File: config.mk
export PLATFORM = sky130hd
export DESIGN_NAME = mul_div_unit
export DESIGN_NICKNAME = d
export VERILOG_FILES = /design/src/rtl/mips_pkg.sv /design/src/rtl/muldiv_iter_core.sv /design/src/rtl/mul_div_unit.sv
export SDC_FILE = /design/constraint.sdc
export NUM_CORES = 1
export LEC_CHECK = 0
export BUFFER_PORTS_ARGS = -buffer_cell sky130_fd_sc_hd__clkbuf_2
export CELL_PAD_IN_SITES_DETAIL_PLACEMENT = 0
export CELL_PAD_IN_SITES_GLOBAL_PLACEMENT = 1
export CORE_MARGIN = 2
export CORE_UTILIZATION = 48
export CTS_BUF_LIST = sky130_fd_sc_hd__clkbuf_8
export DETAILED_ROUTE_END_ITERATION = 8
export PLACE_DENSITY = 0.86
export SYNTH_ARGS = -nofsm -noshare
export SYNTH_HDL_FRONTEND = slang
export SYNTH_SLANG_ARGS = --single-unit
File: constraint.sdc
create_clock -name clk -period 4 [get_ports clk]
set_input_delay 0.4 -clock clk [delete_from_list [all_inputs] [get_ports clk]]
set_output_delay 0.4 -clock clk [all_outputs]
set_load 0.05 [all_outputs]
File: src/rtl/mips_pkg.sv
// Shared constants for the 16-bit MIPS datapath execute units.
// Holds the MULU/DIVU opcode encoding, the multiply/divide FSM state
// encoding and the default datapath widths.
package mips_pkg;

    localparam int DATA_W_DEFAULT     = 16;
    localparam int REG_ADDR_W_DEFAULT = 3;

    localparam logic OP_MULU = 1'b0;
    localparam logic OP_DIVU = 1'b1;

    localparam logic [1:0] ST_IDLE = 2'd0;
    localparam logic [1:0] ST_RUN  = 2'd1;
    localparam logic [1:0] ST_WB   = 2'd2;

endpackage

File: src/rtl/muldiv_iter_core.sv
// Radix-2 iterative datapath shared by MULU and DIVU.
// init loads the operands, each step performs one iteration.
// MULU: shift-add on a 2*DATA_W accumulator whose low half starts as the
// multiplier and whose high half collects partial sums.
// DIVU: restoring divide; the low accumulator half starts as the dividend and
// fills with quotient bits while the partial remainder evolves beside it.
module muldiv_iter_core
    import mips_pkg::*;
#(
    parameter int DATA_W = DATA_W_DEFAULT
) (
    input  logic              clk,
    input  logic              rst_n,
    input  logic              init,
    input  logic              step,
    input  logic              op,
    input  logic [DATA_W-1:0] operand_a,
    input  logic [DATA_W-1:0] operand_b,
    output logic [DATA_W-1:0] result_lo,
    output logic [DATA_W-1:0] result_hi
);

    logic                  op_q;
    logic [DATA_W-1:0]     opnd_b;
    logic [2*DATA_W-1:0]   acc;
    logic [DATA_W-1:0]     rem;

    logic [DATA_W:0]       mul_sum;
    logic [DATA_W:0]       div_shift;
    logic [DATA_W:0]       div_trial;
    logic [2*DATA_W-1:0]   acc_next;
    logic [DATA_W-1:0]     rem_next;

    // One iteration of either algorithm. The partial remainder is DATA_W+1
    // bits wide while shifted and trial-subtracted; the restored value always
    // fits back into DATA_W bits because it is smaller than the divisor.
    always_comb begin
        mul_sum   = {1'b0, acc[2*DATA_W-1:DATA_W]} + (acc[0] ? {1'b0, opnd_b} : '0);
        div_shift = {rem, acc[DATA_W-1]};
        div_trial = div_shift - {1'b0, opnd_b};
        acc_next  = acc;
        rem_next  = rem;
        if (op_q == OP_MULU) begin
            acc_next = {mul_sum, acc[DATA_W-1:1]};
        end else if (!div_trial[DATA_W]) begin
            rem_next = div_trial[DATA_W-1:0];
            acc_next = {acc[2*DATA_W-1:DATA_W], acc[DATA_W-2:0], 1'b1};
        end else begin
            rem_next = div_shift[DATA_W-1:0];
            acc_next = {acc[2*DATA_W-1:DATA_W], acc[DATA_W-2:0], 1'b0};
        end
    end

    // Operand capture on init, iteration on step, cleared by reset.
    always_ff @(posedge clk) begin
        if (!rst_n) begin
            op_q   <= OP_MULU;
            opnd_b <= '0;
            acc    <= '0;
            rem    <= '0;
        end else if (init) begin
            op_q   <= op;
            opnd_b <= operand_b;
            acc    <= {{DATA_W{1'b0}}, operand_a};
            rem    <= '0;
        end else if (step) begin
            acc <= acc_next;
            rem <= rem_next;
        end
    end

    assign result_lo = acc[DATA_W-1:0];
    assign result_hi = (op_q == OP_DIVU) ? rem : acc[2*DATA_W-1:DATA_W];

endmodule

File: src/rtl/mul_div_unit.sv
// Iterative unsigned MULU/DIVU execute unit for the 16-bit MIPS datapath.
// Accepts a request in IDLE, runs DATA_W radix-2 iterations, then holds a
// writeback request to the RegisterFile until the write port grants it.
// hi_out/div_zero reflect the last op whose writeback completed.
module mul_div_unit
    import mips_pkg::*;
#(
    parameter int DATA_W     = DATA_W_DEFAULT,
    parameter int REG_ADDR_W = REG_ADDR_W_DEFAULT
) (
    input  logic                  clk,
    input  logic                  rst_n,
    input  logic                  start,
    input  logic                  op,
    input  logic [DATA_W-1:0]     operand_a,
    input  logic [DATA_W-1:0]     operand_b,
    input  logic [REG_ADDR_W-1:0] dest_reg,
    output logic                  busy,
    output logic                  wb_valid,
    input  logic                  wb_ready,
    output logic [REG_ADDR_W-1:0] wb_reg,
    output logic [DATA_W-1:0]     wb_data,
    output logic [DATA_W-1:0]     hi_out,
    output logic                  div_zero,
    output logic                  done
);

    localparam int                CNT_W      = $clog2(DATA_W);
    localparam logic [CNT_W-1:0]  LAST_COUNT = CNT_W'(DATA_W - 1);

    logic [1:0]            state;
    logic [CNT_W-1:0]      count;
    logic [REG_ADDR_W-1:0] dest_q;
    logic                  dz_flag;
    logic                  accept;
    logic                  handshake;
    logic [DATA_W-1:0]     core_lo;
    logic [DATA_W-1:0]     core_hi;

    assign accept    = (state == ST_IDLE) && start;
    assign handshake = (state == ST_WB) && wb_ready;

    muldiv_iter_core #(
        .DATA_W (DATA_W)
    ) u_core (
        .clk       (clk),
        .rst_n     (rst_n),
        .init      (accept),
        .step      (state == ST_RUN),
        .op        (op),
        .operand_a (operand_a),
        .operand_b (operand_b),
        .result_lo (core_lo),
        .result_hi (core_hi)
    );

    // Control FSM and iteration counter; start is only looked at in IDLE.
    always_ff @(posedge clk) begin
        if (!rst_n) begin
            state <= ST_IDLE;
            count <= '0;
        end else begin
            case (state)
                ST_IDLE: begin
                    if (start) begin
                        state <= ST_RUN;
                        count <= '0;
                    end
                end
                ST_RUN: begin
                    count <= count + CNT_W'(1);
                    if (count == LAST_COUNT) begin
                        state <= ST_WB;
                    end
                end
                ST_WB: begin
                    if (wb_ready) begin
                        state <= ST_IDLE;
                    end
                end
                default: state <= ST_IDLE;
            endcase
        end
    end

    // Request bookkeeping captured at accept: destination and divide-by-zero.
    always_ff @(posedge clk) begin
        if (!rst_n) begin
            dest_q  <= '0;
            dz_flag <= 1'b0;
        end else if (accept) begin
            dest_q  <= dest_reg;
            dz_flag <= (op == OP_DIVU) && (operand_b == '0);
        end
    end

    // Architectural side results update only when the writeback is granted.
    always_ff @(posedge clk) begin
        if (!rst_n) begin
            hi_out   <= '0;
            div_zero <= 1'b0;
            done     <= 1'b0;
        end else begin
            done <= handshake;
            if (handshake) begin
                hi_out   <= core_hi;
                div_zero <= dz_flag;
            end
        end
    end

    assign busy     = (state != ST_IDLE);
    assign wb_valid = (state == ST_WB);
    assign wb_reg   = dest_q;
    assign wb_data  = core_lo;

endmodule

Yosys cells after proc, flatten, opt, wreduce, memory -nomap -nowiden:

Index checks and enable logic that the tools add are counted.

* $add $sub $neg: 3
* equal/unequal tests: 6
* multiplexer cells: 13
* bitwise logic cells: 2
* reduce and logical (&&, ||, !) cells: 13

Operators with widths (number)
* $mux W16: 5
* $mux W32: 1
* $add A16 B16 Y17: 1
* $sub A17 B16 Y17: 1
* $logic_not A16 Y1: 1
* $pmux W4 S2: 1
* $mux W2: 3
* $pmux W2 S3: 1
* $reduce_and A2 Y1: 3
* $reduce_bool A2 Y1: 3
* $add A4 B1 Y4 const B: 1
* $eq A4 B4 Y1 const B: 1
* $mux W4: 1
* $ne A2 B2 Y1 const B: 2
* $logic_and A1 B1 Y1: 3
* $reduce_and A3 Y1: 1
* $eq A2 B1 Y1 const B: 1
* $eq A2 B2 Y1 const B: 1
* $logic_not A2 Y1: 1
* $ne A2 B1 Y1 const B: 1
* $not A1 Y1: 2
* $reduce_or A2 Y1: 1
* $mux W1: 1

* flip-flop bits (word level): 93
* bits of input ports: 40
* output and inout port bits: 39
* logic and storage cells: 49

Longest topological paths before layout:

* depth in word-level cells: 5
* mapped depth: 13
* depth with buffers taken out: 12

Modules after synthesis:

A second synthesis with hierarchy kept.

* cells, all modules: 703
* area, all modules: 5856.9 sq um

By module, submodules not included
* muldiv_iter_core: instances 1, cells each 568, area each 4753.3 sq um, seq. area each 1301.2 sq um
* mul_div_unit: instances 1, cells each 135, area each 1103.6 sq um, seq. area each 560.5 sq um

Worst setup path after synthesis:

Ideal clock, no wire load.

* path kind: register to register
* from: reg u_core.opnd_b[6]
* to: reg u_core.rem[1]
* library setup time: 0.062 ns
* arrival time: 2.651 ns
* required time: 3.938 ns
* setup slack: 1.287 ns
* cell stages (with the launch flop): 13
* path buffers: 2
* clock period less this slack: 2.713 ns
* cell sequence: dfxtp_1 > inv_1 > ha_1 > buf_6 > o21a_1 > o211ai_2 > nor2_1 > a211o_1 > a311o_4 > xnor2_2 > buf_2 > or4_1 > nand3_1

* longest elaborated chain between the ends: 2

RTL lines
* start, declared: RTL line muldiv_iter_core.sv:24 `logic [DATA_W-1:0] opnd_b;`
* start signal, assigned: RTL line muldiv_iter_core.sv:63 `opnd_b <= operand_b;`
* $sub A17 B16 Y17: RTL line muldiv_iter_core.sv:40 `div_trial = div_shift - {1'b0, opnd_b};`
* $mux W16: RTL line muldiv_iter_core.sv:45 `end else if (!div_trial[DATA_W]) begin`
* end signal, assigned: RTL line muldiv_iter_core.sv:68 `rem <= rem_next;`
* end, declared: RTL line muldiv_iter_core.sv:26 `logic [DATA_W-1:0] rem;`

No other way between the ends.
A chain may end at the register's enable or synchronous reset.

Worst setup path in the final report:

* from: reg u_core.acc[0]
* to: reg u_core.acc[31]

* longest elaborated chain between the ends: 3

RTL lines
* start, declared: RTL line muldiv_iter_core.sv:25 `logic [2*DATA_W-1:0] acc;`
* start signal, assigned: RTL line muldiv_iter_core.sv:64 `acc <= {{DATA_W{1'b0}}, operand_a};`
* start signal, assigned: RTL line muldiv_iter_core.sv:67 `acc <= acc_next;`
* $mux W16: RTL line muldiv_iter_core.sv:38 `mul_sum = {1'b0, acc[2*DATA_W-1:DATA_W]} + (acc[0] ? {1'b0, opnd_b} : '0);`
* $add A16 B16 Y17: RTL line muldiv_iter_core.sv:38
* $mux W32: RTL line muldiv_iter_core.sv:43 `if (op_q == OP_MULU) begin`

No other way between the ends. The select of a mux whose other input is x is not followed.

==> results.cfg <==
[die]
fp.dieW_um = 113
dieArea_sq_um = 12800
rows = 39
fp.dieH_um = 113
fp.coreArea_sq_um = 11500
io_pins = 79
start_util_pct = 49.5

[synthesis]
synth_simple_gate_area_share_pct = 20.8
yosysTopAreaCell = dfxtp_1
yosys-top-cells-count = nand2_1, dfxtp_1, a21oi_1, nor2_1, mux2i_1
synthAdderAreaFrac_pct = 7.95
synth.cell_area_sq_um = 5700
synth-edff-count = 0
yosys-top-cells-area = dfxtp_1, ha_1, a21oi_1, nand2_1, mux2i_1
synth_top_area_share_pct = 32.7
yosys_warnings = 0
syn_nets = 795
synth_cells = 720
syn_avg_cell_area_sq_um = 7.92
synth-main-ff-cell = dfxtp_1
synth_xor_area_share_pct = 4.15
yosysSeqAreaShare_pct = 32.7
synth-seq-cells = 93
synth_most_common_cell = nand2_1
ys_async_sr_fraction_pct = 0
synth_compound_area_share_pct = 20.3
synth_top_family_by_area = simple AND/OR/NAND/NOR gates
muxShareOfSynthArea_pct = 7.07
yosysUniqueCellTypes = 56

[place]
dpl_cell_area_sq_um = 6050
gp_congestion = 0.873
port_buffers = 78
dp_hpwl_mm = 11.1

[worst_setup_path]
crit_fanout = 12
arrival_ps = 3390
end_kind = flip-flop
crit_required_ps = 4280
startpoint_type = flip-flop
criticalPathCategory = reg -> reg

[timing]
finalHoldViolCount = 0
maxSlewViolCount = 0
layout_min_cycle_time_ps = 3110
fmax_ghz = 0.321
final.setup.tns_ps = 0
relSlewSlack_pct = 52.8
skew_ps = 10.8
finalSetupViolations = 0
rsz0062_at_grt = false
worst_pin_slew_ps = 706
fin_crit_sh_pct = 77.8

[clock_tree]
htree_num_levels = 3
ctsHoldBuffers = 0
cts_resized = 0
clk_pin_slew_ps = 100
clockBufferDepth = 2
cts-root-buf = clkbuf_8
post-cts-setup-buffers = 0
cts_tree = yes
cts.sinks = 93
clk_latency_ps = 380
cts_buffers = 9

[status]
status = finished with violations
failed_checks = design-rule violations

[cells_and_area]
design_area_sq_um = 6280
syn2layout_area_growth_pct = 10.1
largest_register_ffs = 32
antenna_cells = 0
layout-drive-gt1-share_pct = 15.3
regMostFlops = u_core.acc
fin_nets = 836
final_core_util_pct = 54.5

[power]
powerDensity_nw_per_um2 = 346
seqPwrFrac_pct = 45.8
internal_power_mw = 1.49
p_leak_nw = 2.57
vdd_drop_max_mv = 0.193
switching_share_pct = 31.5
p_clk_share_pct = 33.5
p_comb_share_pct = 20.7
switching_power_mw = 0.685

[route]
wirelength_mm = 15.2
drt_iter0_markers = 225
vias = 5176
firstDrtPassIters = 7
wire_per_inst_um = 16.8
drtAntennaViolNets = 0
viasPerCell = 5.69
route.detailed.drc = 5

[grt]
grt_pass1_vias = 4966
grt_max_degree = 60
grt_usage_pct = 24.6
grt_antenna_before_repair = 0
grt-ovfl-total = 0
grt_pass1_wl_mm = 25.0

[min_path]
hp-class = in -> reg

[flow_run]
cap_violations = 0
-- layout make-up --
| type | instances | area (sq um) |
|---|---|---|
| Inverter | 29 | 109 |
| Sequential cell | 93 | 1860 |
| Tap cell | 143 | 179 |
| Clock inverter | 6 | 86.3 |
| Timing Repair Buffer | 88 | 465 |
| Fill cell | 1140 | 5240 |
| Multi-Input combinational cell | 540 | 3440 |
| Clock buffer | 10 | 138 |
-- cell families after synthesis --
| logic type | count (synthesis) |
|---|---|
| AND/OR/NAND/NOR | 254 |
| AO/OA/AOI/OAI | 187 |
| flip-flops | 93 |
| buffers and inverters | 87 |
| multiplexers | 40 |
| adder cells (fa/ha/maj) | 35 |
| XOR/XNOR | 24 |
-- per-stage QoR --
| step | instances | power, mW | worst slack, ps | hold slack (ps) |
|---|---|---|---|---|
| 2_1_floorplan | 720 | 1.37 | 1290 | 432 |
| 3_3_place_gp | 893 | 1.46 | 1040 | 440 |
| 3_5_place_dp | 893 | 1.47 | 949 | 450 |
| 4_1_cts | 909 | 2.18 | 922 | 219 |
| 5_1_grt | 909 | 2.26 | 589 | 235 |
| 6_report | 909 | 2.17 | 889 | 225 |
-- path summary, 6_finish.rpt --
kind	startpoint	endpoint	slack, ps	cells past startpoint
min	dest_reg[2]	wb_reg[2]$_SDFFE_PN0P_	230	3
min reg2reg	wb_reg[0]$_SDFFE_PN0P_	wb_reg[0]$_SDFFE_PN0P_	460	2
max reg2reg	u_core.acc[0]$_SDFFE_PN0P_	u_core.acc[31]$_SDFFE_PP0P_	890	12
max	u_core.acc[0]$_SDFFE_PN0P_	u_core.acc[31]$_SDFFE_PP0P_	890	12
-- layer usage --
layer	global-route usage, %	routed length, um	share of wire [%]
met1	32.4	7170	47
met4	9.11	393	2.6
met2	40.9	7030	46
met3	3.80	641	4.2
met5	0	0	0
-- cells in the final DEF, fill, tap and decap left out, types with 18 or more instances in the layout --
cell      instances
a211oi_1         19
o21ai_0          34
nand3_1          27
a21oi_1          80
ha_1             33
nor2_1           45
clkbuf_2         78
o211ai_1         18
and2_1           18
mux2i_1          38
nand2_1         105
inv_1            28
dfxtp_1          92
-- critical path, stage by stage (launching register included) --
cell       delay [ps]
dfxtp_1           630
and2_1            200
ha_1              170
inv_1              60
fa_1              380
nand2b_1          190
a21oi_1           250
nor3_1             80
o21ai_0           150
o21ai_0           170
o21ai_0           300
a2111oi_0         160
nor4_1            290
-- power groups by stage --
stage	clock [mW]	sequential, mW	combinational [mW]
floorplan	0	1.01	0.364
global placement	0	1.02	0.444
detailed placement	0	1.02	0.449
CTS	0.738	0.995	0.451
global route	0.767	1.00	0.498
finish	0.729	0.995	0.450
No activity file was read; power rests on OpenSTA's default activity.
